File: src/rtl/lux_bcd_display.sv
// Binary-to-BCD converter (iterative double-dabble) with a time-multiplexed digit scanner for seven_seg.
// Optional feature macro: LEADING_ZERO_BLANK_EN blanks leading zero digits on the display only.
module lux_bcd_display #(
    parameter int unsigned REFRESH_DIV = 1024,
    parameter logic [3:0]  BLANK_CODE  = 4'hF
) (
    input  logic        clk,
    input  logic        rst,
    input  logic        in_valid,
    output logic        in_ready,
    input  logic [7:0]  in_data,
    output logic        busy,
    output logic [11:0] bcd,
    output logic        bcd_valid,
    output logic [3:0]  display_value,
    output logic [1:0]  display_select
);

    localparam int unsigned      PRE_W    = (REFRESH_DIV > 32'd1) ? $clog2(REFRESH_DIV) : 1;
    localparam logic [PRE_W-1:0] PRE_LAST = PRE_W'(REFRESH_DIV - 32'd1);

    typedef enum logic [1:0] {
        IDLE  = 2'd0,
        SHIFT = 2'd1,
        DONE  = 2'd2
    } state_t;

    state_t           state_r;
    state_t           state_s;
    logic [19:0]      shift_r;
    logic [19:0]      corr_s;
    logic [2:0]       cnt_r;
    logic [11:0]      bcd_r;
    logic             bcd_valid_r;
    logic [PRE_W-1:0] pre_r;
    logic [1:0]       sel_r;
    logic [3:0]       value_s;
    logic             hund_blank_s;
    logic             tens_blank_s;
    logic             accept_s;

    function automatic logic [3:0] add3(input logic [3:0] d);
        if (d >= 4'd5) begin
            add3 = d + 4'd3;
        end else begin
            add3 = d;
        end
    endfunction

    assign in_ready = (state_r == IDLE) && !rst;
    assign busy     = (state_r != IDLE);
    assign accept_s = in_valid && in_ready;

    // Next-state logic of the conversion sequencer.
    always_comb begin
        state_s = state_r;
        case (state_r)
            IDLE: begin
                if (accept_s) begin
                    state_s = SHIFT;
                end else begin
                    state_s = IDLE;
                end
            end
            SHIFT: begin
                if (cnt_r == 3'd7) begin
                    state_s = DONE;
                end else begin
                    state_s = SHIFT;
                end
            end
            DONE:    state_s = IDLE;
            default: state_s = IDLE;
        endcase
    end

    // Add-3 correction applied to each BCD nibble before the shift.
    always_comb begin
        corr_s = {add3(shift_r[19:16]), add3(shift_r[15:12]), add3(shift_r[11:8]), shift_r[7:0]};
    end

    // Sequencer state register.
    always_ff @(posedge clk) begin
        if (rst) begin
            state_r <= IDLE;
        end else begin
            state_r <= state_s;
        end
    end

    // Conversion datapath; bcd only changes on the DONE edge so no partial result is ever visible.
    always_ff @(posedge clk) begin
        if (rst) begin
            shift_r     <= 20'h00000;
            cnt_r       <= 3'd0;
            bcd_r       <= 12'h000;
            bcd_valid_r <= 1'b0;
        end else begin
            bcd_valid_r <= 1'b0;
            case (state_r)
                IDLE: begin
                    if (accept_s) begin
                        shift_r <= {12'h000, in_data};
                        cnt_r   <= 3'd0;
                    end
                end
                SHIFT: begin
                    // Hundreds never exceeds 2, so the bit shifted out of the top is always zero.
                    shift_r <= 20'({corr_s, 1'b0});
                    cnt_r   <= cnt_r + 3'd1;
                end
                DONE: begin
                    bcd_r       <= shift_r[19:8];
                    bcd_valid_r <= 1'b1;
                end
                default: begin
                    shift_r <= 20'h00000;
                end
            endcase
        end
    end

    // Free-running refresh prescaler and digit selector.
    always_ff @(posedge clk) begin
        if (rst) begin
            pre_r <= '0;
            sel_r <= 2'd0;
        end else if (pre_r == PRE_LAST) begin
            pre_r <= '0;
            sel_r <= sel_r + 2'd1;
        end else begin
            pre_r <= pre_r + PRE_W'(1'b1);
        end
    end

    // Leading-zero suppression flags for the upper two digit slots.
    always_comb begin
`ifdef LEADING_ZERO_BLANK_EN
        hund_blank_s = (bcd_r[11:8] == 4'd0);
        tens_blank_s = (bcd_r[11:8] == 4'd0) && (bcd_r[7:4] == 4'd0);
`else
        hund_blank_s = 1'b0;
        tens_blank_s = 1'b0;
`endif
    end

    // Digit mux; reads the bcd register directly so an update shows in the same cycle.
    always_comb begin
        value_s = BLANK_CODE;
        case (sel_r)
            2'd0:    value_s = bcd_r[3:0];
            2'd1:    value_s = tens_blank_s ? BLANK_CODE : bcd_r[7:4];
            2'd2:    value_s = hund_blank_s ? BLANK_CODE : bcd_r[11:8];
            2'd3:    value_s = BLANK_CODE;
            default: value_s = BLANK_CODE;
        endcase
    end

    assign bcd            = bcd_r;
    assign bcd_valid      = bcd_valid_r;
    assign display_value  = value_s;
    assign display_select = sel_r;

endmodule

File: config.mk
export PLATFORM = sky130hd
export DESIGN_NAME = lux_bcd_display
export DESIGN_NICKNAME = d
export VERILOG_FILES = /design/src/rtl/lux_bcd_display.sv
export SDC_FILE = /design/constraint.sdc
export NUM_CORES = 1
export LEC_CHECK = 0
export ABC_AREA = 1
export CORE_MARGIN = 2
export CORE_UTILIZATION = 58
export CTS_CLUSTER_SIZE = 24
export DETAILED_ROUTE_END_ITERATION = 12
export PLACE_DENSITY = 0.81
export SKIP_LAST_GASP = 1
export SYNTH_ARGS = -nofsm -noshare
export SYNTH_HDL_FRONTEND = slang
export SYNTH_SLANG_ARGS = --single-unit
File: constraint.sdc
create_clock -name clk -period 2.95 [get_ports clk]
set_input_delay 0.4425 -clock clk [delete_from_list [all_inputs] [get_ports clk]]
set_output_delay 0.4425 -clock clk [all_outputs]
set_load 0.02 [all_outputs]
==> results.md <==
* Status: finished, final reports clean
* Overall routing resource usage at 22.1%
* DR iter-0 viols at 88
* H-tree levels at 2
* Vias at 2171
* DRC Markers at 0
* Worst hold endpoint: pre_r[0]
* Die area at 4620 µm²
* CTS tree: yes
* Area Growth Syn to Fin at 18.7%
* Fin. Hold Viols at 0
* Max VDD drop at 0.364 mV
* Critical R2R Capture: pre_r[6]
* Syn nets at 355
* Most frequent cells in the layout: nand2_1, dfxtp_1, nor2_1
* Vias in the first global route at 1737
* Worst Max-Slew Pin Slew at 0.557 ns
* Total core area at 3970 µm²
* Die height at 68.0 µm
* Post-synthesis simple-gate area fraction at 29.0%
* Average size of a mapped cell at 7.17 µm²
* Cts repair resizes at 0
* Clock skew at 0.00713 ns
* I/O Buffers at 31
* Commonest non-fill, non-tap cell in the layout: nand2_1
* MaxCap Viol Count at 0
* Largest family of logic cells by synthesized area: simple AND/OR/NAND/NOR gates
* Antenna Nets Post-Route at 0
* Cts bufs inserted at 5
* Post-Synthesis Cells at 331
* FILL cells at 333
* Final Util at 70.9%
* Cell depth of the worst flop-to-flop path at 6
* Peak Freq at 406 MHz
* Synth Cell Area at 2370 µm²
* Critical Path Start Type: register
* Fin crit share at 83.5%
* Complex-gate fraction of the synthesized area at 12.1%
* Final wirelength at 4.73 mm
* Antenna cell count at 0
* RSZ-0062 raised after global routing: false
* Sequential fraction of the synthesis area at 42.2%
* TNS Setup at 0 ns
* Initial antenna violation count at 0
* Crit path max fanout at 5
* Hold depth at 1
* Post-synthesis xor/xnor area fraction at 2.21%
* First-pass GRT wire length at 7.73 mm
* Row count at 23
* # IOs at 32
* Min Tclk post-route at 2.46 ns
* # hold bufs at CTS at 0
* Drt pass-1 iters at 6
* # setup viols final at 0
* Worst skew pair latency at 0.30 ns
* Post-CTS setup buffer count at 0
* Worst Setup End Kind: primary output
* Average wire per standard cell at 11.5 µm
* Worst EP required at 2.51 ns
* Origin of the critical flop-to-flop path: pre_r[0]
* Relative slew slack at 62.8%
* Post-synthesis mux area share at 0%
* Nets@finish at 384
* Synth cell types at 23
* Clock tree buffer depth at 2
* Max-slew violations at 0
* Yosys reg bits at 50
* Pwr Density at 454 nW/µm²
* Crit Path Category: register to primary output
* Largest net degree at the start of global routing at 25
* Hold Path Class: register to register
* GP Congestion at 0.828
* Worst EP arrival at 2.02 ns
* Clk slew on worst S/H paths at 0.09 ns
* Layout cells sized above 1 at 5.26%
* Worst hold path startpoint: pre_r[0]
* Via density at 5.28
* Root Buffer: clkbuf_8
* TritonCTS Sinks at 50
* Adder-Cell Fraction of Synth Area at 6.85%
* Warnings from Yosys at 0
* Flop-to-flop setup slack at 1.51 ns
* Hpwl dp at 3.32 mm
* Initial Util at 59.8%
* Leak at 1.21 nW
* Die W at 68.0 µm
* Remaining global-route overflow at 0
-- registers in the layout (all words and copies together), names as in the netlist --
signal and count:
display_select 2, bcd 12, pre_r 10, bcd_valid 1, state_r 2, cnt_r 3, shift_r 20
-- worst max-delay path, stage by stage, from the launching register on --
cell and delay [ns]:
dfxtp_1 0.41, inv_1 0.10, ha_1 0.21, nor2_1 0.22, nand3_1 0.10, o21ai_0 0.09
inv_1 0.06, clkdlybuf4s50_1 0.54
-- how the worst max path moves through the flow --
stage	start	end	slack, ns	depth (start not counted)
floorplan	display_select[0]	display_value[0]	1.26	6
global placement	rst	in_ready	0.85	3
detailed placement	display_select[0]	display_value[2]	0.82	7
CTS	display_select[0]	display_value[2]	0.47	7
global route	display_select[0]	display_value[2]	0.33	7
finish	display_select[0]	display_value[2]	0.49	7
-- metrics by stage --
step | worst slack (ns) | cells | hold WS (ns) | cell area (µm²) | power [mW]
global placement | 0.853 | 403 | 0.436 | 2700 | 0.806
detailed placement | 0.823 | 403 | 0.452 | 2700 | 0.808
CTS | 0.470 | 411 | 0.466 | 2820 | 1.28
finish | 0.486 | 411 | 0.463 | 2820 | 1.28
floorplan | 1.26 | 331 | 0.418 | 2370 | 0.779
global route | 0.330 | 411 | 0.479 | 2820 | 1.33
-- report_power, final --
part	internal [mW]	total, mW	switching, mW	leakage (nW)
clock network	0.254	0.485	0.230	0.0585
registers	0.690	0.699	0.00846	0.405
logic	0.0365	0.0943	0.0578	0.746
total	0.981	1.28	0.297	1.21
-- kinds of logic after synthesis --
kind of cell | count (synthesis)
AOI/OAI and AO/OA | 57
xor gates and xnor gates | 6
adders and majority gates | 13
buffers and inverters | 44
DFF | 50
and+or+nand+nor | 161
-- Yosys cell counts --
library cell  instances  area [µm²]
nor3b_1               1        7.51
o21ai_0              14        70.1
inv_4                 1        6.26
nand2_4               1        11.3
inv_1                27         101
nor3_1                1        5.00
nand3_1              31         155
ha_1                 13         163
nor2_1               42         158
o21ai_1              13        65.1
inv_2                 6        22.5
nand4_1               8        50.1
o211ai_1              1        7.51
nand2_1              75         282
nand3_2               1        10.0
buf_2                 4        20.0
xnor2_1               3        26.3
a21oi_1              29         145
clkbuf_1              5        18.8
xor2_1                3        26.3
buf_6                 1        11.3
nor2_4                1        11.3
dfxtp_1              50        1000
-- final cells by class --
class	instances	area, µm²	area share [%]
Clock buffer	5	68.8	2.44
Multi-Input combinational cell	237	1190	42.3
Sequential cell	50	1000	35.5
Tap cell	50	62.6	2.22
Clock inverter	3	43.8	1.55
Timing Repair Buffer	32	318	11.3
Inverter	34	130	4.62
-- per-layer routing --
layer	track usage (%)	vias up	part of all wire, %
li1	-	1135	-
met1	28.6	989	47
met3	5.43	5	3.4
met2	36.7	42	49
met4	6.00	0	1.2
met5	0	-	0
Power figures use the tool's default switching activity.
